`src/rtl/core_logic_gen.sv`:
```
// JTAG core-logic pattern source: FIB/COUNT/LFSR/CONST generator with a DR snapshot and a sticky wrap flag.
// Latency: 1 TCK edge for advance, reseed and capture. No backpressure: the TAP controller strobes drive it directly.
module core_logic_gen #(
  parameter int               WIDTH     = 8,
  parameter logic [WIDTH-1:0] LFSR_TAPS = WIDTH'('hB8),
  parameter logic [WIDTH-1:0] CONST_VAL = WIDTH'('hDD)
) (
  input  logic             TCK,
  input  logic             TRST,
  input  logic             SHIFTDR,
  input  logic             CAPTUREDR,
  input  logic             UPDATEDR,
  input  logic [WIDTH-1:0] UPDATE_DATA,
  input  logic [1:0]       MODE,
  output logic [WIDTH-1:0] CORE_LOGIC_DATA,
  output logic             WRAP
);

  typedef enum logic [1:0] {
    MODE_FIB   = 2'b00,
    MODE_COUNT = 2'b01,
    MODE_LFSR  = 2'b10,
    MODE_CONST = 2'b11
  } mode_e;

  logic [WIDTH-1:0] cur_q, cur_d;
  logic [WIDTH-1:0] prev_q, prev_d;
  logic [WIDTH-1:0] snap_q, snap_d;
  logic             wrap_q, wrap_d;
  logic [WIDTH:0]   fib_sum;

  always_comb begin
    cur_d   = cur_q;
    prev_d  = prev_q;
    snap_d  = snap_q;
    wrap_d  = wrap_q;
    fib_sum = {1'b0, cur_q} + {1'b0, prev_q};

    // Capture always samples the pre-edge current, whatever else happens this edge.
    if (CAPTUREDR) begin
      snap_d = (mode_e'(MODE) == MODE_CONST) ? CONST_VAL : cur_q;
    end

    if (UPDATEDR) begin
      cur_d  = UPDATE_DATA;
      prev_d = '0;
      wrap_d = 1'b0;
    end else if (!SHIFTDR) begin
      case (mode_e'(MODE))
        MODE_FIB: begin
          cur_d  = fib_sum[WIDTH-1:0];
          prev_d = cur_q;
          wrap_d = wrap_q | fib_sum[WIDTH];
        end
        MODE_COUNT: begin
          cur_d  = cur_q + WIDTH'(1);
          wrap_d = wrap_q | (&cur_q);
        end
        MODE_LFSR: begin
          // An all-zero Galois register never leaves zero, so kick it back to 1.
          if (cur_q == '0) begin
            cur_d = WIDTH'(1);
          end else begin
            cur_d = (cur_q >> 1) ^ (cur_q[0] ? LFSR_TAPS : '0);
          end
        end
        default: begin
        end
      endcase
    end
  end

  always_ff @(posedge TCK) begin
    if (TRST) begin
      cur_q  <= WIDTH'(1);
      prev_q <= '0;
      snap_q <= '0;
      wrap_q <= 1'b0;
    end else begin
      cur_q  <= cur_d;
      prev_q <= prev_d;
      snap_q <= snap_d;
      wrap_q <= wrap_d;
    end
  end

  assign CORE_LOGIC_DATA = snap_q;
  assign WRAP            = wrap_q;

endmodule

```
`config.mk`:
```
export PLATFORM = sky130hd
export DESIGN_NAME = core_logic_gen
export DESIGN_NICKNAME = d
export VERILOG_FILES = /design/src/rtl/core_logic_gen.sv
export SDC_FILE = /design/constraint.sdc
export NUM_CORES = 1
export LEC_CHECK = 0
export ABC_AREA = 0
export BUFFER_PORTS_ARGS = -buffer_cell sky130_fd_sc_hd__clkbuf_2
export CAP_MARGIN = 15
export CORE_ASPECT_RATIO = 2
export CORE_MARGIN = 2
export CORE_UTILIZATION = 40
export CTS_CLUSTER_DIAMETER = 40
export CTS_CLUSTER_SIZE = 40
export DETAILED_ROUTE_END_ITERATION = 16
export HOLD_SLACK_MARGIN = 0.05
export PLACE_DENSITY_LB_ADDON = 0.15
export SLEW_MARGIN = 5
export SYNTH_ARGS = -nofsm -noshare
export SYNTH_HDL_FRONTEND = slang
export SYNTH_SLANG_ARGS = --single-unit
```
`constraint.sdc`:
```
create_clock -name TCK -period 2.7 [get_ports TCK]
set_input_delay 0.405 -clock TCK [delete_from_list [all_inputs] [get_ports TCK]]
set_output_delay 0.405 -clock TCK [all_outputs]
set_load 0.01 [all_outputs]
```
==> results.md <==
- Highest routed metal layer: met4
- Synth Warn #: 0
- P_leak: 0.8407 nW
- Worst-margin pin slew: 0.4351 ns
- CTS root buf: clkbuf_8
- Cell Pwr Density: 427.1 nW/µm²
- Fin. Hold Viols: 0
- Setup Slack @ Placement: roughly 0.61 ns
- CTS Buf Count: 3
- Mapped Cells: between 200 and 250
- Initial Util: ~41%
- Setup WS post-layout: around 0.6 ns
- Post-synth EDFFs: 0
- Outcome: completed
- First-pass GRT wire length: between 7000 and 8000 µm
- Routed WL: about 4800 µm
- Fillers: 480
- Max-Cap Viols: 0
- Crit Path Class: flip-flop to flip-flop
- Setup TNS: 0 ns
- Max VDD drop: slightly below 0.3 mV
- CP Data Required Time: roughly 2.9 ns
- Final Max Tran Viols: 0
- Ports: 24
- Final Critical Period: 2.097 ns
- Synth Area in Compound Gates: between 20% and 30%
- Finished layout cell area: ~2000 µm²
- Pwr Total: about 0.00086 W
- Crit share post-route: 77.67%
- Sequential element share of the synthesized area: roughly 28%
- Post-Synth Simple-Gate Area: between 20% and 30%
- Full die area: approximately 5000 µm²
- Largest family of logic cells by synthesized area: compound AO/OA/AOI/OAI gates
- Mux share of post-synthesis cell area: under 10%
- Bufs on Longest Clock Path: 2
- # rows: 34
- Post-synthesis net count: between 200 and 300
- Ys flop type: dfxtp_1
- Dpl cells: 291
- Max Freq: around 0.48 GHz
- Routed Antenna Nets: 0
- Layout cells sized above 1: approximately 17%
- Avg Inst Size Synth: slightly above 8 µm²
- RSZ-0062 raised after global routing: no
- Final-stage net count: between 200 and 300
- Setup Skew: a little under 0.004 ns
- I/O Buffers: 23
- Cell count of the worst hold path: 3
- Antenna diode count: 0
- CP endpoint kind: flip-flop
- CTS tree: built
- Arrival time worst endpoint: 2.31 ns
- PostCTS Resize Cnt: 0
- Die height: slightly below 100 µm
- Detail Placement HPWL: between 3000 and 4000 µm
- Critical Path Start Type: flip-flop
- Layout area overhead: 12.08%
- Reg2Reg Depth: 8
- Synth Area in XOR/XNOR: 4.888%
- Synth Cell Area: about 1800 µm²
- Vias/cell: between 5 and 6
- Die W: slightly above 50 µm
- First drt pass iteration count: 6
- Number of synthesized register bits: 25
- Initial antenna violation count: 0
- Post-CTS Setup Repair Bufs: 0
- Clock slew at reported path FFs: 0.09 ns
- Pin count of the biggest net entering global routing: 21
- Core ar.: 4339 µm²
- Clk sink count: 25
- DR WL/cell: between 15 and 20 µm
- Htree depth: 1
- Post-synthesis cell type count: 47
- Vias in the first global route: 1658
- Hold Crit Class: input port to flip-flop
- Total GRT Usage: between 20% and 30%
- CP Max Fanout: 4
- Detailed Route Iter0 Violations: 28
- Final Setup Violations: 0
- Grt ovf: 0
- Synth Area in Adders: 10.89%
- Slew headroom: between 70% and 80%
- GPL Wtd Cong: between 0.9 and 1
- Via Count: approximately 1700
- Met2 WL post-DR: 2572 µm
- Clk_lat worst skew: 0.28 ns
- Met1 WL: approximately 1900 µm
- Placed cell area: a little under 2000 µm²
- Met3 Routed Length: roughly 160 µm
- Post-Layout Cell Count: between 200 and 300
- Hold Buf Count CTS: 0
- Post-synth ARST share: 0%
- Drt drc: 0
-- registers in the layout, summed over array words and instances, names as in the netlist --
| register | flops |
|---|---|
| WRAP | 1 |
| cur_q | 8 |
| CORE_LOGIC_DATA | 8 |
| prev_q | 8 |
-- power by group --
group	total, W	switching (W)	leakage [nW]	internal, W
Combinational	0.000216	0.000124	0.610	0.0000918
Sequential	0.000407	0.0000195	0.205	0.000387
Clock	0.000235	0.000131	0.0255	0.000104
-- worst paths after layout --
path / from / end / slack (ns)
hold reg to reg: WRAP / WRAP / 0.46
hold / removal: UPDATE_DATA[2] / cur_q[2] / 0.36
setup reg to reg: cur_q[0] / WRAP / 0.60
setup / recovery: cur_q[0] / WRAP / 0.60
-- metrics by stage --
stage / hold WS (ns) / utilization [%]
2_1_floorplan: 0.4647 / -
3_3_place_gp: 0.4429 / 45.21
3_5_place_dp: 0.4452 / 45.21
4_1_cts: 0.3644 / 46.28
5_1_grt: 0.3715 / 46.28
6_report: 0.3617 / 46.28
-- critical path, cell delays in order, from the launching register on --
cell and delay, ns:
dfxtp_1 0.36, ha_1 0.18, inv_1 0.05, fa_1 0.38, nor2b_1 0.23, o31a_1 0.26, o211ai_1 0.12, a211o_1 0.31
a21oi_1 0.14
-- synth_stat cells, types with 2 or more instances --
cell / count / area, µm²
buf_2: 4 / 20.02
nand3b_1: 3 / 22.52
or3_1: 2 / 12.51
ha_1: 14 / 175.2
a21oi_1: 14 / 70.07
a211oi_1: 10 / 75.07
nand2b_1: 2 / 12.51
nor3_1: 6 / 30.03
a211o_1: 2 / 17.52
and4_1: 2 / 17.52
nand2_1: 11 / 41.29
o31a_1: 2 / 17.52
o21ai_0: 11 / 55.05
o22ai_1: 2 / 12.51
a21o_1: 4 / 30.03
and2_1: 2 / 12.51
mux2i_1: 8 / 80.08
nand3_1: 3 / 15.01
nor2b_1: 4 / 25.02
a221oi_1: 3 / 26.28
dfxtp_1: 25 / 500.5
nor2_1: 33 / 123.9
xor2_1: 4 / 35.03
o211ai_1: 2 / 15.01
or2_2: 3 / 18.77
clkbuf_1: 11 / 41.29
xnor2_1: 6 / 52.55
inv_1: 10 / 37.54
-- layout make-up --
class / count / area (µm²) / area share, %
Clock buffer: 3 / 41.29 / 2.056
Clock inverter: 1 / 5.005 / 0.2492
Inverter: 10 / 37.54 / 1.869
Multi-Input combinational cell: 171 / 1181 / 58.82
Sequential cell: 25 / 500.5 / 24.92
Tap cell: 54 / 67.56 / 3.364
Timing Repair Buffer: 31 / 175.2 / 8.723
-- layout by cell type (no fill, tap or decap), types with 2 or more instances in the layout --
cell type	Yosys	routed
o22ai_1	2	2
and2_1	2	2
xnor2_1	6	6
o211ai_1	2	2
a21o_1	4	4
a211oi_1	10	10
inv_1	10	10
nor2b_1	4	4
a21oi_1	14	14
nand3b_1	3	3
ha_1	14	14
nand2b_1	2	2
dfxtp_1	25	25
nor2_1	33	33
nor3_1	6	6
clkbuf_8	0	3
o21ai_0	11	11
or3_1	2	2
clkbuf_2	0	23
nand2_1	11	11
nand3_1	3	3
and4_1	2	2
a221oi_1	3	3
mux2i_1	8	8
buf_4	0	8
a211o_1	2	2
o31a_1	2	2
xor2_1	4	4
or2_2	3	3
-- cell families after synthesis --
group,after synthesis
muxes,8
AOI/OAI and AO/OA,60
DFF,25
and+or+nand+nor,78
buffers and inverters,26
adders and majority gates,15
xor gates and xnor gates,10
-- per-layer routing --
| metal | vias to the layer above | GRT usage, % |
|---|---|---|
| met3 | 16 | 1.515 |
| met2 | 48 | 36.16 |
| met4 | 0 | 13.36 |
| met5 | - | 0 |
| met1 | 798 | 21.77 |
| li1 | 831 | - |
No activity file was read; power rests on OpenSTA's default activity.
